$ cat config.mk
export PLATFORM = sky130hd
export DESIGN_NAME = branch_pc_unit_flat
export DESIGN_NICKNAME = d
export VERILOG_FILES = /design/src/rtl/branch_pc_if.sv /design/src/rtl/branch_pc_unit.sv /design/src/flat_wrapper.sv
export SDC_FILE = /design/constraint.sdc
export NUM_CORES = 1
export LEC_CHECK = 0
export CAP_MARGIN = 20
export CORE_ASPECT_RATIO = 1.2
export CORE_MARGIN = 2
export CORE_UTILIZATION = 53
export CTS_BUF_LIST = sky130_fd_sc_hd__clkbuf_2
export CTS_CLUSTER_DIAMETER = 80
export CTS_CLUSTER_SIZE = 30
export DETAILED_ROUTE_END_ITERATION = 10
export HOLD_SLACK_MARGIN = 0.05
export PLACE_DENSITY = 0.9
export SYNTH_ARGS = -nofsm -noshare
export SYNTH_HDL_FRONTEND = slang
export SYNTH_SLANG_ARGS = --single-unit
$ cat constraint.sdc
create_clock -name clk -period 5.35 [get_ports clk]
set_input_delay 0.8025 -clock clk [delete_from_list [all_inputs] [get_ports clk]]
set_output_delay 0.8025 -clock clk [all_outputs]
set_load 0.02 [all_outputs]
$ cat src/rtl/branch_pc_if.sv
// Execute-stage control/compare bus between the ALU/decoder and the PC unit.
//   master : drives stall, valid, branch/jal/jalr, funct3, imm, alu_result and the compare
//            flags; observes pc, pc_plus4, flush and misaligned.
//   slave  : the PC unit; the reverse directions.
// Optional: BRANCH_PC_STATS_EN adds branch_count and taken_count (32 bit, slave -> master).
interface branch_pc_if #(
  parameter int unsigned BITS = 64
);
  logic            stall;
  logic            valid;
  logic            branch;
  logic            jal;
  logic            jalr;
  logic [2:0]      funct3;
  logic [BITS-1:0] imm;
  logic [BITS-1:0] alu_result;
  logic            flag_igual;
  logic            flag_menor;
  logic            flag_maior_igual_u;
  logic [BITS-1:0] pc;
  logic [BITS-1:0] pc_plus4;
  logic            flush;
  logic            misaligned;
`ifdef BRANCH_PC_STATS_EN
  logic [31:0]     branch_count;
  logic [31:0]     taken_count;
`endif

  modport master (
    output stall, valid, branch, jal, jalr, funct3, imm, alu_result,
    output flag_igual, flag_menor, flag_maior_igual_u,
`ifdef BRANCH_PC_STATS_EN
    input  branch_count, taken_count,
`endif
    input  pc, pc_plus4, flush, misaligned
  );

  modport slave (
    input  stall, valid, branch, jal, jalr, funct3, imm, alu_result,
    input  flag_igual, flag_menor, flag_maior_igual_u,
`ifdef BRANCH_PC_STATS_EN
    output branch_count, taken_count,
`endif
    output pc, pc_plus4, flush, misaligned
  );
endinterface

$ cat src/rtl/branch_pc_unit.sv
// Program-counter owner and branch resolver for the execute stage.
// Ports:
//   clk   : rising-edge clock
//   reset : synchronous, active-high reset (overrides everything, including stall)
//   bus   : branch_pc_if.slave -- control bits, funct3, imm, ALU sum and compare flags in;
//           registered pc, combinational pc_plus4, one-cycle flush and misaligned out.
// A redirect (taken branch, JAL, JALR) loads the new PC and raises flush for one cycle; the
// following cycle is a bubble (FLUSH) whose instruction is wrong-path and ignored. A target
// with bit 1 set traps to TRAP_VECTOR instead.
// Optional: define BRANCH_PC_STATS_EN for saturating branch/taken counters.
module branch_pc_unit #(
  parameter int unsigned     BITS         = 64,
  parameter logic [BITS-1:0] RESET_VECTOR = '0,
  parameter logic [BITS-1:0] TRAP_VECTOR  = BITS'(64'h100)
) (
  input logic        clk,
  input logic        reset,
  branch_pc_if.slave bus
);

  typedef enum logic [0:0] {StRun, StFlush} state_e;

  state_e          state_q;
  logic [BITS-1:0] pc_q;
  logic            flush_q;
  logic            misaligned_q;

  logic            cond_true;
  logic            redirect;
  logic            misalign;
  logic            branch_accept;
  logic [BITS-1:0] target;
  logic [BITS-1:0] pc_plus4;

  // JALR clears bit 0 of the sum, so that bit is never consumed.
  logic unused_alu_lsb;
  assign unused_alu_lsb = bus.alu_result[0];

  assign pc_plus4 = pc_q + BITS'(4);

  always_comb begin
    cond_true = 1'b0;
    case (bus.funct3)
      3'b000:  cond_true = bus.flag_igual;
      3'b001:  cond_true = ~bus.flag_igual;
      3'b100:  cond_true = bus.flag_menor;
      3'b101:  cond_true = ~bus.flag_menor;
      3'b110:  cond_true = ~bus.flag_maior_igual_u;
      3'b111:  cond_true = bus.flag_maior_igual_u;
      default: cond_true = 1'b0;
    endcase
  end

  // Control priority jalr > jal > branch; only instructions in RUN are eligible.
  always_comb begin
    redirect      = 1'b0;
    branch_accept = 1'b0;
    target        = pc_q + bus.imm;
    if (state_q == StRun && bus.valid) begin
      if (bus.jalr) begin
        redirect = 1'b1;
        target   = {bus.alu_result[BITS-1:1], 1'b0};
      end else if (bus.jal) begin
        redirect = 1'b1;
      end else if (bus.branch) begin
        branch_accept = 1'b1;
        redirect      = cond_true;
      end
    end
    misalign = redirect & target[1];
  end

  always_ff @(posedge clk) begin
    if (reset) begin
      state_q      <= StRun;
      pc_q         <= RESET_VECTOR;
      flush_q      <= 1'b0;
      misaligned_q <= 1'b0;
    end else if (bus.stall) begin
      // Hold PC and state; a pending flush is dropped, not reissued.
      flush_q      <= 1'b0;
      misaligned_q <= 1'b0;
    end else begin
      unique case (state_q)
        StRun: begin
          if (misalign) begin
            pc_q         <= TRAP_VECTOR;
            flush_q      <= 1'b1;
            misaligned_q <= 1'b1;
            state_q      <= StFlush;
          end else if (redirect) begin
            pc_q         <= target;
            flush_q      <= 1'b1;
            misaligned_q <= 1'b0;
            state_q      <= StFlush;
          end else begin
            pc_q         <= pc_plus4;
            flush_q      <= 1'b0;
            misaligned_q <= 1'b0;
          end
        end
        StFlush: begin
          pc_q         <= pc_plus4;
          flush_q      <= 1'b0;
          misaligned_q <= 1'b0;
          state_q      <= StRun;
        end
        default: state_q <= StRun;
      endcase
    end
  end

  assign bus.pc         = pc_q;
  assign bus.pc_plus4   = pc_plus4;
  assign bus.flush      = flush_q;
  assign bus.misaligned = misaligned_q;

`ifdef BRANCH_PC_STATS_EN
  logic [31:0] branch_count_q;
  logic [31:0] taken_count_q;

  // Taken count includes branches that trap on a misaligned target.
  always_ff @(posedge clk) begin
    if (reset) begin
      branch_count_q <= '0;
      taken_count_q  <= '0;
    end else if (!bus.stall && branch_accept) begin
      if (branch_count_q != 32'hFFFF_FFFF) begin
        branch_count_q <= branch_count_q + 32'd1;
      end
      if (cond_true && taken_count_q != 32'hFFFF_FFFF) begin
        taken_count_q <= taken_count_q + 32'd1;
      end
    end
  end

  assign bus.branch_count = branch_count_q;
  assign bus.taken_count  = taken_count_q;
`endif

endmodule

$ cat src/flat_wrapper.sv
// flat-port wrapper written by rule: the top's interface ports become plain ports
module branch_pc_unit_flat 
#(
  parameter int unsigned     BITS         = 64,
  parameter logic [BITS-1:0] RESET_VECTOR = '0,
  parameter logic [BITS-1:0] TRAP_VECTOR  = BITS'(64'h100)
)
  (clk, reset, bus_stall, bus_valid, bus_branch, bus_jal, bus_jalr, bus_funct3, bus_imm, bus_alu_result, bus_flag_igual, bus_flag_menor, bus_flag_maior_igual_u, bus_pc, bus_pc_plus4, bus_flush, bus_misaligned);
  branch_pc_if #(.BITS(BITS)) bus_i ();
  input logic clk;
  input logic reset;
  input wire logic [$bits(bus_i.stall)-1:0] bus_stall;
  input wire logic [$bits(bus_i.valid)-1:0] bus_valid;
  input wire logic [$bits(bus_i.branch)-1:0] bus_branch;
  input wire logic [$bits(bus_i.jal)-1:0] bus_jal;
  input wire logic [$bits(bus_i.jalr)-1:0] bus_jalr;
  input wire logic [$bits(bus_i.funct3)-1:0] bus_funct3;
  input wire logic [$bits(bus_i.imm)-1:0] bus_imm;
  input wire logic [$bits(bus_i.alu_result)-1:0] bus_alu_result;
  input wire logic [$bits(bus_i.flag_igual)-1:0] bus_flag_igual;
  input wire logic [$bits(bus_i.flag_menor)-1:0] bus_flag_menor;
  input wire logic [$bits(bus_i.flag_maior_igual_u)-1:0] bus_flag_maior_igual_u;
  output wire logic [$bits(bus_i.pc)-1:0] bus_pc;
  output wire logic [$bits(bus_i.pc_plus4)-1:0] bus_pc_plus4;
  output wire logic [$bits(bus_i.flush)-1:0] bus_flush;
  output wire logic [$bits(bus_i.misaligned)-1:0] bus_misaligned;
  assign bus_i.stall = bus_stall;
  assign bus_i.valid = bus_valid;
  assign bus_i.branch = bus_branch;
  assign bus_i.jal = bus_jal;
  assign bus_i.jalr = bus_jalr;
  assign bus_i.funct3 = bus_funct3;
  assign bus_i.imm = bus_imm;
  assign bus_i.alu_result = bus_alu_result;
  assign bus_i.flag_igual = bus_flag_igual;
  assign bus_i.flag_menor = bus_flag_menor;
  assign bus_i.flag_maior_igual_u = bus_flag_maior_igual_u;
  assign bus_pc = bus_i.pc;
  assign bus_pc_plus4 = bus_i.pc_plus4;
  assign bus_flush = bus_i.flush;
  assign bus_misaligned = bus_i.misaligned;
  branch_pc_unit #(.BITS(BITS), .RESET_VECTOR(RESET_VECTOR), .TRAP_VECTOR(TRAP_VECTOR)) u_core (.clk(clk), .reset(reset), .bus(bus_i));
endmodule
==> impl_metrics.csv <==
group,metric,value,unit
sta,hold_viol_final,0,
layout,syn2layout_area_growth,32.8,%
global_route,antenna_found_initial,1,
worst_setup_path,critPathMaxFanout,6,
worst_setup_path,worstSetupPathDepth,9,
global_route,grt_pass1_vias,11000,
cts,root_buffer,"clkbuf_2",
sta,fin_skew,33.1,ps
power_and_ir_drop,cellLeakagePower,4.56,nW
synthesis,synth_area_leaders,"dfxtp_1 (15%), ha_1 (9.0%), a21oi_1 (7.6%)",
global_route,grt_pass1_wl,58700,um
sta,finalSetupViolCount,0,
status,status,"finished clean",
cts,holdBufCountCts,0,
placement,place.gp.congestion,1.03,
synthesis,synthMuxAreaShare,0.338,%
worst_setup_path,critPathTopFamily,"simple AND/OR/NAND/NOR gates",
floorplan,die_w,122,um
sta,slew_headroom,27.1,%
global_route,use_met3,6.31,%
global_route,grt_use_met1,48.3,%
sta,slew_viol_final,0,
global_route,grtUsageMet2,70.4,%
floorplan,ios,271,
sta,fin_setup_tns,0,ps
cts,h-tree-depth,3,
synthesis,synth-seq-area-share,14.9,%
synthesis,yosysTopAreaCell,"dfxtp_1",
min_path,hold-path-cell-count,2,
sta,fin_crit,5110,ps
synthesis,ys_seq_elements,66,
placement,numPortBuffers,267,
power_and_ir_drop,netSwitchingFraction,45.6,%
cts,clockBufferDepth,2,
worst_setup_path,worstPathArrival,4310,ps
detailed_routing,drtIter0Drc,1103,
power_and_ir_drop,p_seq_share,29.2,%
cts,postCtsSetupRepairBufs,0,
worst_setup_path,required,4550,ps
cts,cts_resized,0,
worst_setup_path,rr_worst_depth,11,
power_and_ir_drop,comb_power_share,54.2,%
worst_setup_path,path_cells,"ha_1 > and4_1 > nand3_1 > or4_4 > nor2_8 > and4_4 > and3_4 > xor2_1 > clkdlybuf4s50_1",
floorplan,die_h,146,um
cts,cts_tree,"built",
detailed_routing,routed_wl,38700,um
synthesis,netlist.area_leader.share,14.9,%
global_route,grt_max_degree,49,
detailed_routing,vias,11400,
floorplan,rows,51,
worst_setup_path,worstSetupEndpointType,"primary output",
placement,dp_slack,830,ps
floorplan,core,16300,um2
sta,worst_pin_slew,1090,ps
sta,fmax,0.196,GHz
worst_setup_path,cp_slowest_stage_delay,770,ps
power_and_ir_drop,p_per_area,172,nW/um2
synthesis,yosys.area_share.simple,25.1,%
global_route,grt_overflow,0,
synthesis,synth-xor-area-share,11.1,%
global_route,busiest_layer,"met2",
cts,clkLatencyLatePin,610,ps
worst_setup_path,slowest_stage,"clkdlybuf4s50_1",
synthesis,synth-edff-count,0,
power_and_ir_drop,p_clk_share,16.6,%
detailed_routing,vias_per_cell,6.68,
detailed_routing,avgRoutedWirePerCell,22.7,um
power_and_ir_drop,switchingPower,926,uW
detailed_routing,drc,0,
synthesis,synth_top_family_by_area,"compound AO/OA/AOI/OAI gates",
layout,fillers,1407,
sta,fin_crit_sh,95.5,%
synthesis,synthCells,1270,
synthesis,synth_area,8880,um2
power_and_ir_drop,p_int,1.11,mW
worst_setup_path,path_buf_inv,1,
cts,clkTransAtPathRegs,250,ps
synthesis,synth_cell_types,91,
layout,drive_above_1_share,5.75,%
layout,nets,1696,
global_route,grt_usage,42.1,%
floorplan,die_area,17800,um2
sta,rsz0062_at_grt,"false",
synthesis,synth_adder_area_share,9.02,%
synthesis,avgSynthCellArea,6.99,um2
placement,dpl.hpwl,29200,um
detailed_routing,dr.pass1.iters,7,
floorplan,start_util,54.4,%
flow_run,maxCapViolCount,0,
cts,cts_sinks,66,
detailed_routing,ant_nets,0,
power_and_ir_drop,ir_drop,0.116,mV
synthesis,synth_async_sr_flop_share,0,%
sta,layout_setup_ws,238,ps
worst_setup_path,critPathKind,"flop to primary output",
worst_setup_path,worstSetupStartpointType,"flop",
min_path,min_path_type,"flop to flop",
synthesis,yosys_warnings,0,
synthesis,synth-compound-area-share,33.7,%
cts,numCtsBuffers,9,
synthesis,ys.flop_type,"dfxtp_1",
==> Yosys cell counts (7+ instances only) <==
cell type,number
o21bai_1,21
a211oi_1,23
buf_2,7
a31oi_1,8
buf_1,8
o21a_1,10
a221o_1,7
or3_1,11
o21ai_0,90
o211ai_1,9
dfxtp_1,66
and4_1,8
nand4_1,33
nor2b_1,9
o22ai_1,7
xor2_1,37
and3_1,14
a21oi_1,135
xnor2_1,74
o32ai_1,7
clkbuf_1,68
a21o_1,36
nand2_1,136
o21ai_1,7
inv_1,41
ha_1,64
a221oi_1,34
nor2_1,93
nand3_1,46
nor3_1,37
==> layout make-up <==
type,instances,area (um2),area share (%)
clock buffers,9,45.0,0.382
flip-flops and latches,66,1320,11.2
clock inverters,6,58.8,0.499
inverters,41,154,1.30
repair buffers,298,2890,24.5
diodes,1,2.50,0.0212
well taps,212,265,2.25
multi-input cells,1075,7060,59.8
==> layer usage <==
metal / vias up / share of wire [%]
met5: - / 0
met1: 5261 / 35
li1: 5167 / -
met2: 789 / 47
met4: 0 / 7.9
met3: 200 / 9.8
==> metrics by stage <==
| step | power, mW | area, um2 | instances | utilization [%] | hold WS [ps] |
|---|---|---|---|---|---|
| floorplan | 1.24 | 8890 | 1271 | - | 558 |
| global placement | 1.66 | 11700 | 1692 | 71.5 | 498 |
| detailed placement | 1.67 | 11700 | 1692 | 71.5 | 505 |
| CTS | 2.00 | 11800 | 1707 | 72.2 | 531 |
| global route | 2.12 | 11800 | 1708 | 72.2 | 563 |
| finish | 2.03 | 11800 | 1708 | 72.2 | 538 |
==> power by group through the flow <==
stage               Combinational, mW  Clock [mW]  Sequential (mW)
floorplan                       0.615           0            0.621
global placement                 1.06           0            0.599
detailed placement               1.07           0            0.600
CTS                              1.08       0.337            0.590
global route                     1.17       0.352            0.599
finish                           1.10       0.337            0.593
==> cell families (layout without fill, tap and decap cells) <==
| logic type | count (synthesis) | after routing |
|---|---|---|
| xor gates and xnor gates | 112 | 112 |
| and+or+nand+nor | 440 | 440 |
| buffers and inverters | 130 | 354 |
| AOI/OAI and AO/OA | 454 | 454 |
| muxes | 3 | 3 |
| DFF | 66 | 66 |
| other | 1 | 3 |
| adders and majority gates | 64 | 64 |
==> registers in the layout, indices dropped and copies added, names as in the netlist <==
signal / flops
u_core.bus.pc: 63
u_core.bus.flush: 1
u_core.bus.misaligned: 1
u_core.state_q: 1
==> placed cells by master (no fill, tap or decap), types with 31 or more instances in the layout <==
master	instances
a21o_1	36
a21oi_1	135
a221oi_1	34
buf_4	31
clkdlybuf4s50_1	264
dfxtp_1	66
ha_1	64
inv_1	40
nand2_1	136
nand3_1	46
nand4_1	33
nor2_1	92
nor3_1	37
o21ai_0	90
xnor2_1	74
xor2_1	37
==> worst paths after layout <==
kind | from | endpoint | slack (ps)
worst max-delay path | u_core.bus.pc[2] | bus_pc_plus4[42] | 240
worst min-delay path | u_core.bus.pc[0] | u_core.bus.pc[0] | 540
worst max register to register | u_core.bus.pc[10] | u_core.bus.pc[62] | 1520
worst min register to register | u_core.bus.pc[0] | u_core.bus.pc[0] | 540
==> worst register-to-register path, cell delays in order (launching register included) <==
cell,delay [ps]
dfxtp_1,460
ha_1,400
and2_2,240
and2b_1,230
o211ai_1,150
a21oi_1,420
o311a_2,300
a31oi_1,150
o31ai_1,610
a31oi_1,240
or4b_1,520
nand3_1,90
(Power assumes the default switching activity.)
